[src/rtl/xnor_pop_pkg.sv]
// Shared definitions for the streaming XNOR-popcount neuron engine.
//
// Contents:
//   POP_W(n)       width needed to hold a popcount of n bits ($clog2(n)+1)
//   SUM_W_DEFAULT  default accumulator / threshold width
//   CMP_MODE_GT    compare encoding: out_bit = sum >  thr
//   CMP_MODE_GE    compare encoding: out_bit = sum >= thr
package xnor_pop_pkg;

  localparam int SUM_W_DEFAULT = 16;

  localparam int CMP_MODE_GT = 0;
  localparam int CMP_MODE_GE = 1;

  function automatic int POP_W(input int n);
    return $clog2(n) + 1;
  endfunction

endpackage

[src/rtl/xnor_popcount_tree.sv]
// Pipelined XNOR + popcount tree.
//
// The N-bit chunk is XNORed, split into groups of up to 16 bits, and each group
// is counted. With POP_STAGES == 1 the group counts are summed and registered
// once. With POP_STAGES >= 2 the group counts are registered first, summed into
// a second register, and any further stages are plain delay registers.
// A generic sideband bus travels alongside the data with identical latency.
//
// Ports:
//   clk       in   1          clock
//   rstn      in   1          synchronous, active-high reset (clears sideband only)
//   en        in   1          advance enable; all stages hold when low
//   xi, wi    in   N          activation / weight chunk
//   side      in   SB_W       sideband captured with the chunk
//   pop       out  POP_W(N)   popcount of ~(xi ^ wi), POP_STAGES cycles later
//   pop_side  out  SB_W       sideband aligned with pop
module xnor_popcount_tree
  import xnor_pop_pkg::*;
#(
  parameter int N          = 256,
  parameter int POP_STAGES = 2,
  parameter int SB_W       = 1
) (
  input  logic                 clk,
  input  logic                 rstn,
  input  logic                 en,
  input  logic [N-1:0]         xi,
  input  logic [N-1:0]         wi,
  input  logic [SB_W-1:0]      side,
  output logic [POP_W(N)-1:0]  pop,
  output logic [SB_W-1:0]      pop_side
);

  localparam int PW   = POP_W(N);
  localparam int GRP  = (N < 16) ? N : 16;
  localparam int G    = (N + GRP - 1) / GRP;
  localparam int PADW = G * GRP;
  localparam int GW   = POP_W(GRP);

  logic [N-1:0]      match;
  logic [PADW-1:0]   match_pad;
  logic [G*GW-1:0]   parts_flat;

  assign match     = ~(xi ^ wi);
  // Zero padding so the last group may be partial without counting phantom bits.
  assign match_pad = PADW'(match);

  function automatic logic [PW-1:0] sum_parts(input logic [G*GW-1:0] v);
    logic [PW-1:0] s;
    s = '0;
    for (int g = 0; g < G; g++) begin
      s = s + PW'(v[g*GW +: GW]);
    end
    return s;
  endfunction

  genvar gi;

  generate
    for (gi = 0; gi < G; gi++) begin : g_grp
      logic [GW-1:0] cnt;
      always_comb begin
        cnt = '0;
        for (int b = 0; b < GRP; b++) begin
          cnt = cnt + GW'(match_pad[gi*GRP + b]);
        end
      end
      assign parts_flat[gi*GW +: GW] = cnt;
    end
  endgenerate

  // Sideband chain: only these registers carry reset, since the valid flag
  // lives here and the data registers are meaningless without it.
  logic [SB_W-1:0] side_q [POP_STAGES];

  always_ff @(posedge clk) begin
    if (rstn) begin
      for (int k = 0; k < POP_STAGES; k++) begin
        side_q[k] <= '0;
      end
    end else if (en) begin
      side_q[0] <= side;
      for (int k = 1; k < POP_STAGES; k++) begin
        side_q[k] <= side_q[k-1];
      end
    end
  end

  assign pop_side = side_q[POP_STAGES-1];

  generate
    if (POP_STAGES == 1) begin : g_one
      logic [PW-1:0] pop_q;
      always_ff @(posedge clk) begin
        if (en) begin
          pop_q <= sum_parts(parts_flat);
        end
      end
      assign pop = pop_q;
    end else begin : g_multi
      logic [G*GW-1:0] part_reg;
      logic [PW-1:0]   pop_q [POP_STAGES-1];

      always_ff @(posedge clk) begin
        if (en) begin
          part_reg <= parts_flat;
          pop_q[0] <= sum_parts(part_reg);
          for (int k = 1; k < POP_STAGES - 1; k++) begin
            pop_q[k] <= pop_q[k-1];
          end
        end
      end
      assign pop = pop_q[POP_STAGES-2];
    end
  endgenerate

endmodule

[src/rtl/xnor_popcount_stream.sv]
// Streaming binary-neuron engine.
//
// Accepts a vector as a sequence of N-bit chunks over a valid/ready handshake,
// popcounts ~(xi ^ wi) for each chunk through a pipelined tree, accumulates the
// counts with saturation, and on the last chunk compares the total against the
// threshold sampled with that chunk and emits one result.
//
// Ports:
//   clk        in   1      clock
//   rstn       in   1      synchronous, active-high reset
//   in_valid   in   1      chunk beat valid
//   in_ready   out  1      engine can accept a beat
//   in_last    in   1      beat is the final chunk of its vector
//   xi         in   N      activation chunk
//   wi         in   N      weight chunk
//   ti         in   SUM_W  threshold, used only from the last beat
//   out_valid  out  1      result valid
//   out_ready  in   1      downstream accepts result
//   out_bit    out  1      neuron output (sum > thr, or sum >= thr when CMP_GE=1)
//   out_sum    out  SUM_W  final accumulated popcount
//   out_sat    out  1      accumulator saturated during this vector
module xnor_popcount_stream
  import xnor_pop_pkg::*;
#(
  parameter int N          = 256,
  parameter int SUM_W      = SUM_W_DEFAULT,
  parameter int POP_STAGES = 2,
  parameter int CMP_GE     = 0
) (
  input  logic             clk,
  input  logic             rstn,
  input  logic             in_valid,
  output logic             in_ready,
  input  logic             in_last,
  input  logic [N-1:0]     xi,
  input  logic [N-1:0]     wi,
  input  logic [SUM_W-1:0] ti,
  output logic             out_valid,
  input  logic             out_ready,
  output logic             out_bit,
  output logic [SUM_W-1:0] out_sum,
  output logic             out_sat
);

  localparam int PW    = POP_W(N);
  localparam int EXT_W = ((SUM_W > PW) ? SUM_W : PW) + 1;
  localparam int SB_W  = SUM_W + 2;
  localparam logic [EXT_W-1:0] SUM_MAX = {{(EXT_W-SUM_W){1'b0}}, {SUM_W{1'b1}}};

  logic adv;
  logic accept;

  logic [PW-1:0]   pop;
  logic [SB_W-1:0] side;
  logic [SB_W-1:0] pop_side;

  logic             a_valid;
  logic             a_last;
  logic [SUM_W-1:0] a_ti;

  logic             out_valid_reg;
  logic             out_bit_reg;
  logic [SUM_W-1:0] out_sum_reg;
  logic             out_sat_reg;
  logic [SUM_W-1:0] acc_reg;
  logic             sat_acc_reg;

  logic [EXT_W-1:0] sum_ext;
  logic             overflow;
  logic [SUM_W-1:0] acc_next;
  logic             cmp_bit;

  // The whole pipeline moves only when the output register can take a result,
  // so a stalled result back-pressures every stage at once.
  assign adv      = ~out_valid_reg | out_ready;
  assign in_ready = adv & ~rstn;
  assign accept   = in_valid & in_ready;

  assign side = {accept, in_last, ti};

  xnor_popcount_tree #(
    .N          (N),
    .POP_STAGES (POP_STAGES),
    .SB_W       (SB_W)
  ) u_tree (
    .clk      (clk),
    .rstn     (rstn),
    .en       (adv),
    .xi       (xi),
    .wi       (wi),
    .side     (side),
    .pop      (pop),
    .pop_side (pop_side)
  );

  assign a_valid = pop_side[SB_W-1];
  assign a_last  = pop_side[SB_W-2];
  assign a_ti    = pop_side[SUM_W-1:0];

  always_comb begin
    sum_ext  = EXT_W'(acc_reg) + EXT_W'(pop);
    overflow = (sum_ext > SUM_MAX);
    acc_next = overflow ? {SUM_W{1'b1}} : sum_ext[SUM_W-1:0];
    if (CMP_GE == CMP_MODE_GE) begin
      cmp_bit = (acc_next >= a_ti);
    end else begin
      cmp_bit = (acc_next > a_ti);
    end
  end

  always_ff @(posedge clk) begin
    if (rstn) begin
      out_valid_reg <= 1'b0;
      out_bit_reg   <= 1'b0;
      out_sum_reg   <= '0;
      out_sat_reg   <= 1'b0;
      acc_reg       <= '0;
      sat_acc_reg   <= 1'b0;
    end else if (adv) begin
      // adv implies any held result is being consumed (or none is held).
      out_valid_reg <= 1'b0;
      if (a_valid) begin
        if (a_last) begin
          out_valid_reg <= 1'b1;
          out_bit_reg   <= cmp_bit;
          out_sum_reg   <= acc_next;
          out_sat_reg   <= sat_acc_reg | overflow;
          acc_reg       <= '0;
          sat_acc_reg   <= 1'b0;
        end else begin
          acc_reg       <= acc_next;
          sat_acc_reg   <= sat_acc_reg | overflow;
        end
      end
    end
  end

  assign out_valid = out_valid_reg;
  assign out_bit   = out_bit_reg;
  assign out_sum   = out_sum_reg;
  assign out_sat   = out_sat_reg;

endmodule

[config.mk]
export PLATFORM = sky130hd
export DESIGN_NAME = xnor_popcount_stream
export DESIGN_NICKNAME = d
export VERILOG_FILES = /design/src/rtl/xnor_pop_pkg.sv /design/src/rtl/xnor_popcount_tree.sv /design/src/rtl/xnor_popcount_stream.sv
export SDC_FILE = /design/constraint.sdc
export NUM_CORES = 1
export LEC_CHECK = 0
export ABC_AREA = 1
export BUFFER_PORTS_ARGS = -buffer_cell sky130_fd_sc_hd__buf_2
export CAP_MARGIN = 5
export CORE_AREA = 3 3 214 216
export DETAILED_ROUTE_END_ITERATION = 8
export DIE_AREA = 0 0 217 219
export PLACE_DENSITY = 0.65
export SLEW_MARGIN = 25
export SYNTH_ARGS = -nofsm -noshare
export SYNTH_HDL_FRONTEND = slang
export SYNTH_HIERARCHICAL = 1
export SYNTH_SLANG_ARGS = --single-unit
[constraint.sdc]
create_clock -name clk -period 7.85 [get_ports clk]
set_clock_uncertainty 0.1 [all_clocks]
set_input_delay 0.785 -clock clk [delete_from_list [all_inputs] [get_ports clk]]
set_output_delay 0.785 -clock clk [all_outputs]
set_load 0.05 [all_outputs]
-- Word-level counts from Yosys, hierarchy flattened
Memory sizes are Yosys's and may differ from the RTL's.
Index checks and enable logic that the tools add are counted.
- bitwise logic cells: 10
- $add $sub $neg: 256
- reductions and logical operators: 2
- muxes and demuxes: 13
- magnitude comparators: 2
- operators by type and width (kind ; number):
    adder 5 x 1 -> 5 bit ; 224
    inverter 256 bit ; 1
    bitwise XOR 256 bit ; 1
    adder 9 x 5 -> 9 bit ; 14
    two-way mux 18 bit ; 2
    adder 1 x 1 -> 2 bit ; 16
    two-way mux 16 bit ; 2
    adder 16 x 9 -> 17 bit ; 1
    > comparator 17 x 16 -> 1 bit, second input constant ; 1
    > comparator 16 bit ; 1
    two-way mux 1 bit ; 9
    adder 5 x 5 -> 6 bit ; 1
    OR 1 bit ; 4
    AND reduction 3 bit ; 1
    bitwise AND 1 bit ; 2
    inverter 1 bit ; 2
    AND reduction 2 bit ; 1
- flip-flop bits (word level): 116
- output and inout bits: 20
- memories kept: 2
- word-level logic and storage cells: 292
- bits of input ports: 533
- memory bits (writable): 45
- memories (name ; depth ; width ; read ports ; clocked after Yosys merged registers in ; wr ports ; RTL line ; source):
    u_tree.side_q ; 2 ; 18 ; 2 ; 0 ; 2 ; xnor_popcount_tree.sv:74 ; logic [SB_W-1:0] side_q [POP_STAGES];
    u_tree.g_multi.pop_q ; 1 ; 9 ; 1 ; 0 ; 1 ; xnor_popcount_tree.sv:102 ; logic [PW-1:0] pop_q [POP_STAGES-1];

-- Logic depth before layout (Yosys ltp)
- depth in word-level cells: 17
- mapped depth: 20
- gate-level depth less buffers: 20

-- By module
The synthesis kept the hierarchy.
- by module, submodules not included (module ; cells each ; area each (sq um) ; seq. area each (sq um) ; instances):
    xnor_popcount_tree ; 1220 ; 14009.7 ; 3753.6 ; 1
    xnor_popcount_stream ; 382 ; 2546.2 ; 720.7 ; 1

-- Worst setup path after synthesis
Ideal clock, no wire load.
- kind: register to register
- start point: reg u_tree.g_multi.part_reg[32]
- end point: mem u_tree/g_multi.pop_q[0][8] (netlist bit), data pin
- path buffers: 0
- stages on the path, launching flop included: 19
- setup time: 252 ps
- required time: 7498 ps
- slack: 2944 ps
- clock period less this slack: 4906 ps
- data arrival time: 4554 ps
- cell sequence: edfxtp_1 fa_1 inv_1 fa_1 inv_1 fa_1 fa_1 fa_1 inv_1 fa_1 inv_1 ha_1 fa_1 nand2_1 nand2_1 nand3_1 nand2_1 nand2_1 nand2_1
- word-level cells in the longest chain between the ends: 10
- ends and longest elaborated chain (element ; RTL line ; source):
    start: declaration ; xnor_popcount_tree.sv:101 ; logic [G*GW-1:0] part_reg;
    start signal: assignment ; xnor_popcount_tree.sv:106 ; part_reg <= parts_flat;
    adder 9 x 5 -> 9 bit (10 in a row) ; xnor_popcount_tree.sv:52 ; s = s + PW'(v[g*GW +: GW]);
    end: declaration ; xnor_popcount_tree.sv:102 ;
No other way between the ends.

-- Worst setup path in the final report
- start point: reg u_tree.g_multi.part_reg[1]
- end point: mem u_tree/g_multi.pop_q[0][8] (netlist bit), data pin
- word-level cells in the longest chain between the ends: 15
- ends and longest elaborated chain (element ; RTL line):
    adder 5 x 5 -> 6 bit ; xnor_popcount_tree.sv:52
    adder 9 x 5 -> 9 bit (14 in a row) ; xnor_popcount_tree.sv:52
No other way between the ends.

==> results.md <==
- The count of cells along the worst register-to-register path is 18.
- The worst path needs 5130 ps of the cycle, external delays included.
- The post-cts gate resize count is 0.
- STA classifies the critical path endpoint as a flop.
- For this run, asynchronously set or reset flops after synthesis account for 0.
- The number of antenna violations at the first check in global routing came to 3.
- The count of buffers added by post-CTS timing repair for setup is 0.
- The net count after synthesis is 2485.
- The number of cells traversed by the worst hold path is 2.
- The actual transition at the worst max-transition pin is 902 ps.
- In the global route stage, overall resource usage came out at 0.168.
- Setup repair after global routing left no endpoint under its margin.
- The run finished with clean final reports.
- Summed over all failing endpoints, the final setup total negative slack is 0 ps.
- The number of pins with negative max-slew slack in the final report is 0.
- The tree is rooted in a sky130_fd_sc_hd__clkbuf_16.
- Of the post-synthesis cell area, the dominant cell type holds 0.274.
- The die height is 219 um.
- The horizontal die dimension is 217 um.
- The cell area reported after detailed placement is 19900 um^2.
- The portion of the post-synthesis area used by sequential elements is 0.270.
- The routed design has 40100 um of wire.
- After synthesis, the netlist uses 36 different library cells.
- The worst hold slack across all endpoints is 352 ps.
- By count the netlist is led by sky130_fd_sc_hd__inv_1 (356), sky130_fd_sc_hd__fa_1 (227), sky130_fd_sc_hd__xnor2_1 (201).
- The worst pin sits at a relative slew slack of 0.392.
- During synthesis, Yosys emitted a total of 6 warnings.
- Setup violations remaining at the end of the flow were counted as 0.
- Static timing analysis puts the maximum clock frequency at 195 MHz.
- The sink of the worst hold path is out_sum[11]$_SDFFE_PP0P_.
- Across the run, the number of max-cap violations was 0.
- The HPWL after detailed placement is 35700 um.
- Averaged over all synthesized cells, the footprint is 10.3 um^2.
- The count of nets left with antenna violations after detail routing is 0.
- The routability-driven placement congestion ratio is 0.894.
- The deepest level of the CTS H-tree is 4.
- The number of flip-flops in the largest register is 80.
- The synthesized design contains 125 enable-type register cells.
- The final cell count without fillers is 2753.
- In this run the cell area of the synthesized design comes to around 17000 um^2.
- Of the available clock period, the critical path in the final layout requires 0.653.
- The arrival time at the worst endpoint is 5210 ps.
- The total number of nets in the final design is 3029.
- The worst register-to-register path begins at u_tree/g_multi.part_reg[1]$_DFFE_PP_.
- Using the TritonRoute via totals, the vias-per-cell ratio works out to 4.37.
- The total clock buffers created by CTS is 17.
- In this run the worst path has a maximum fanout of 3.
- Including well taps, the total number of placed cells is 2719.
- The first global-routing pass estimated 63100 um of wire.
- The synthesized design contains between 150 and 200 register bits.
- TritonCTS built the clock tree.
- The number of global-route vias before repair came to around 13000.
- In the final layout, the share of cells above drive strength 1 is 0.282.
- The path type of the worst min-delay path is reg2reg.
- By area the synthesized netlist is led by sky130_fd_sc_hd__fa_1 (27%), sky130_fd_sc_hd__edfxtp_1 (23%), sky130_fd_sc_hd__xnor2_1 (11%), sky130_fd_sc_hd__ha_1 (9.3%), sky130_fd_sc_hd__inv_1 (8.1%).
- The number of top-level design ports is 553.
- Clock latency on the worst-skew pair, taken at its later pin, is 430 ps.
- The number of rows created at floorplan is 77.
- The total number of clock tree sinks is 161.
- Hold repair after CTS inserted 0 buffers.
- The worst setup path is launched from a flop.
- The via count is 12000.
- The critical path is of the reg2reg type.
- Synthesis produced a netlist whose cell count is 1602.
- Entering global routing, the biggest net connects a little over 90 pins.
- Among all cell types in the netlist, the one instantiated most often is sky130_fd_sc_hd__inv_1.
- The area inside the core boundary is roughly 44000 um^2.
- The worst hold path startpoint is out_sum[11]$_SDFFE_PP0P_.
- The iteration-0 DRC count of the detailed router is ~460.
- Among all flip-flop cells after synthesis, the most frequent one is sky130_fd_sc_hd__edfxtp_1.
- The global route total overflow is 0.
- The number of I/O port buffers is 552.
- The count of TritonRoute iterations in the first routing pass is 5.
- The worst endpoint required time is 7940 ps.
- In the routed design, unresolved DRC markers number 0.
- The finished cells cover 20500 um^2.
- The longest clock path from root to sink contains 2 buffers.
- Clock-pin slew was measured on the worst setup and hold paths at 70 ps.
- The reg-to-reg endpoint is u_tree/g_multi.pop_q[0][8]$_DFFE_PP_.
- The number of endpoints with negative hold slack in the final report is 0.
- Compared with the post-synthesis result, the final layout area differs by 23.5%.
- After detailed routing, the average wire length per cell comes to 14.6 um.
- sky130_fd_sc_hd__fa_1 takes more of the synthesized area than any other cell.
- The internal reg-to-reg setup slack is 2720 ps.
- The die covers 47500 um^2.
- The initial utilization of the core area, before any placement, comes to 0.375.
layout by cell type, fill, tap and decap left out, drive strengths merged:
master / synthesis / routed
a211oi: 1 / 1
a21boi: 1 / 1
a21o: 1 / 1
a21oi: 47 / 47
a22o: 10 / 10
a31oi: 1 / 1
and2: 1 / 1
buf: 26 / 554
bufinv: 0 / 1
clkbuf: 3 / 19
clkinv: 0 / 3
clkinvlp: 0 / 3
dfxtp: 36 / 36
diode: 0 / 2
edfxtp: 125 / 125
fa: 227 / 227
ha: 123 / 123
inv: 359 / 365
nand2: 208 / 208
nand3: 41 / 41
nand3b: 2 / 2
nand4: 4 / 4
nor2: 58 / 58
nor3: 4 / 4
nor3b: 1 / 1
o21ai: 21 / 21
o21bai: 2 / 2
o31ai: 1 / 1
or2: 2 / 2
xnor2: 201 / 201
xor2: 96 / 96
area by class of cell:
type                       count  area, um^2
tap                          592         741
clock inverter                13         126
fill                        4268       23700
inverter                     359        1350
antenna                        2        5.00
clock buffer                  19         433
multi-input combinational   1053       10500
sequential                   161        4470
timing repair buffer         554        2780
layer usage:
layer	track usage	vias to the layer above	part of all wire
li1	-	5942	-
met1	0.197	5758	0.39
met2	0.323	290	0.56
met4	0.0352	0	0.014
met5	0	-	0
met3	0.0267	31	0.042
stage by stage:
step / utilization / setup WS, ps
after detailed placement: 0.451 / 2720
final: 0.464 / 2720
after global placement: 0.451 / 2800
after CTS: 0.463 / 2680
after global routing: 0.464 / 2470
after floorplan: - / 2940
worst max-delay path by stage:
stage	from	endpoint	slack, ps	cells after the start
2_1_floorplan	u_tree/g_multi.part_reg[32]$_DFFE_PP_	u_tree/g_multi.pop_q[0][8]$_DFFE_PP_	2940	18
3_3_place_gp	u_tree/g_multi.part_reg[2]$_DFFE_PP_	u_tree/g_multi.pop_q[0][8]$_DFFE_PP_	2800	18
3_5_place_dp	u_tree/g_multi.part_reg[1]$_DFFE_PP_	u_tree/g_multi.pop_q[0][8]$_DFFE_PP_	2720	18
4_1_cts	u_tree/g_multi.part_reg[1]$_DFFE_PP_	u_tree/g_multi.pop_q[0][8]$_DFFE_PP_	2680	18
5_1_grt	u_tree/g_multi.part_reg[1]$_DFFE_PP_	u_tree/g_multi.pop_q[0][8]$_DFFE_PP_	2470	18
6_report	u_tree/g_multi.part_reg[1]$_DFFE_PP_	u_tree/g_multi.pop_q[0][8]$_DFFE_PP_	2720	18
cells by family (layout without fill, tap and decap cells):
| family | count (synthesis) | in the layout | share of synthesized area |
|---|---|---|---|
| AOI/OAI and AO/OA | 85 | 85 | 0.0299 |
| buffers and inverters | 388 | 945 | 0.0932 |
| and+or+nand+nor | 321 | 321 | 0.0821 |
| xor gates and xnor gates | 297 | 297 | 0.157 |
| adders and majority gates | 350 | 350 | 0.367 |
| DFF | 161 | 161 | 0.270 |
| other | 0 | 2 | 0 |
critical path: stages (launching register included):
cell	delay [ps]
sky130_fd_sc_hd__edfxtp_1	390
sky130_fd_sc_hd__fa_1	550
sky130_fd_sc_hd__inv_1	70
sky130_fd_sc_hd__fa_1	500
sky130_fd_sc_hd__fa_1	560
sky130_fd_sc_hd__inv_1	70
sky130_fd_sc_hd__fa_1	450
sky130_fd_sc_hd__fa_1	510
sky130_fd_sc_hd__inv_1	50
sky130_fd_sc_hd__fa_1	520
sky130_fd_sc_hd__inv_1	40
sky130_fd_sc_hd__ha_1	240
sky130_fd_sc_hd__fa_1	430
sky130_fd_sc_hd__nand2_1	90
sky130_fd_sc_hd__nand2_1	60
sky130_fd_sc_hd__nand3_1	90
sky130_fd_sc_hd__nand2_1	60
sky130_fd_sc_hd__nand2_1	60
sky130_fd_sc_hd__nand2_1	50
Power is not shown: default switching activity piles up to over one toggle a cycle in this logic, so the estimate is an artifact.
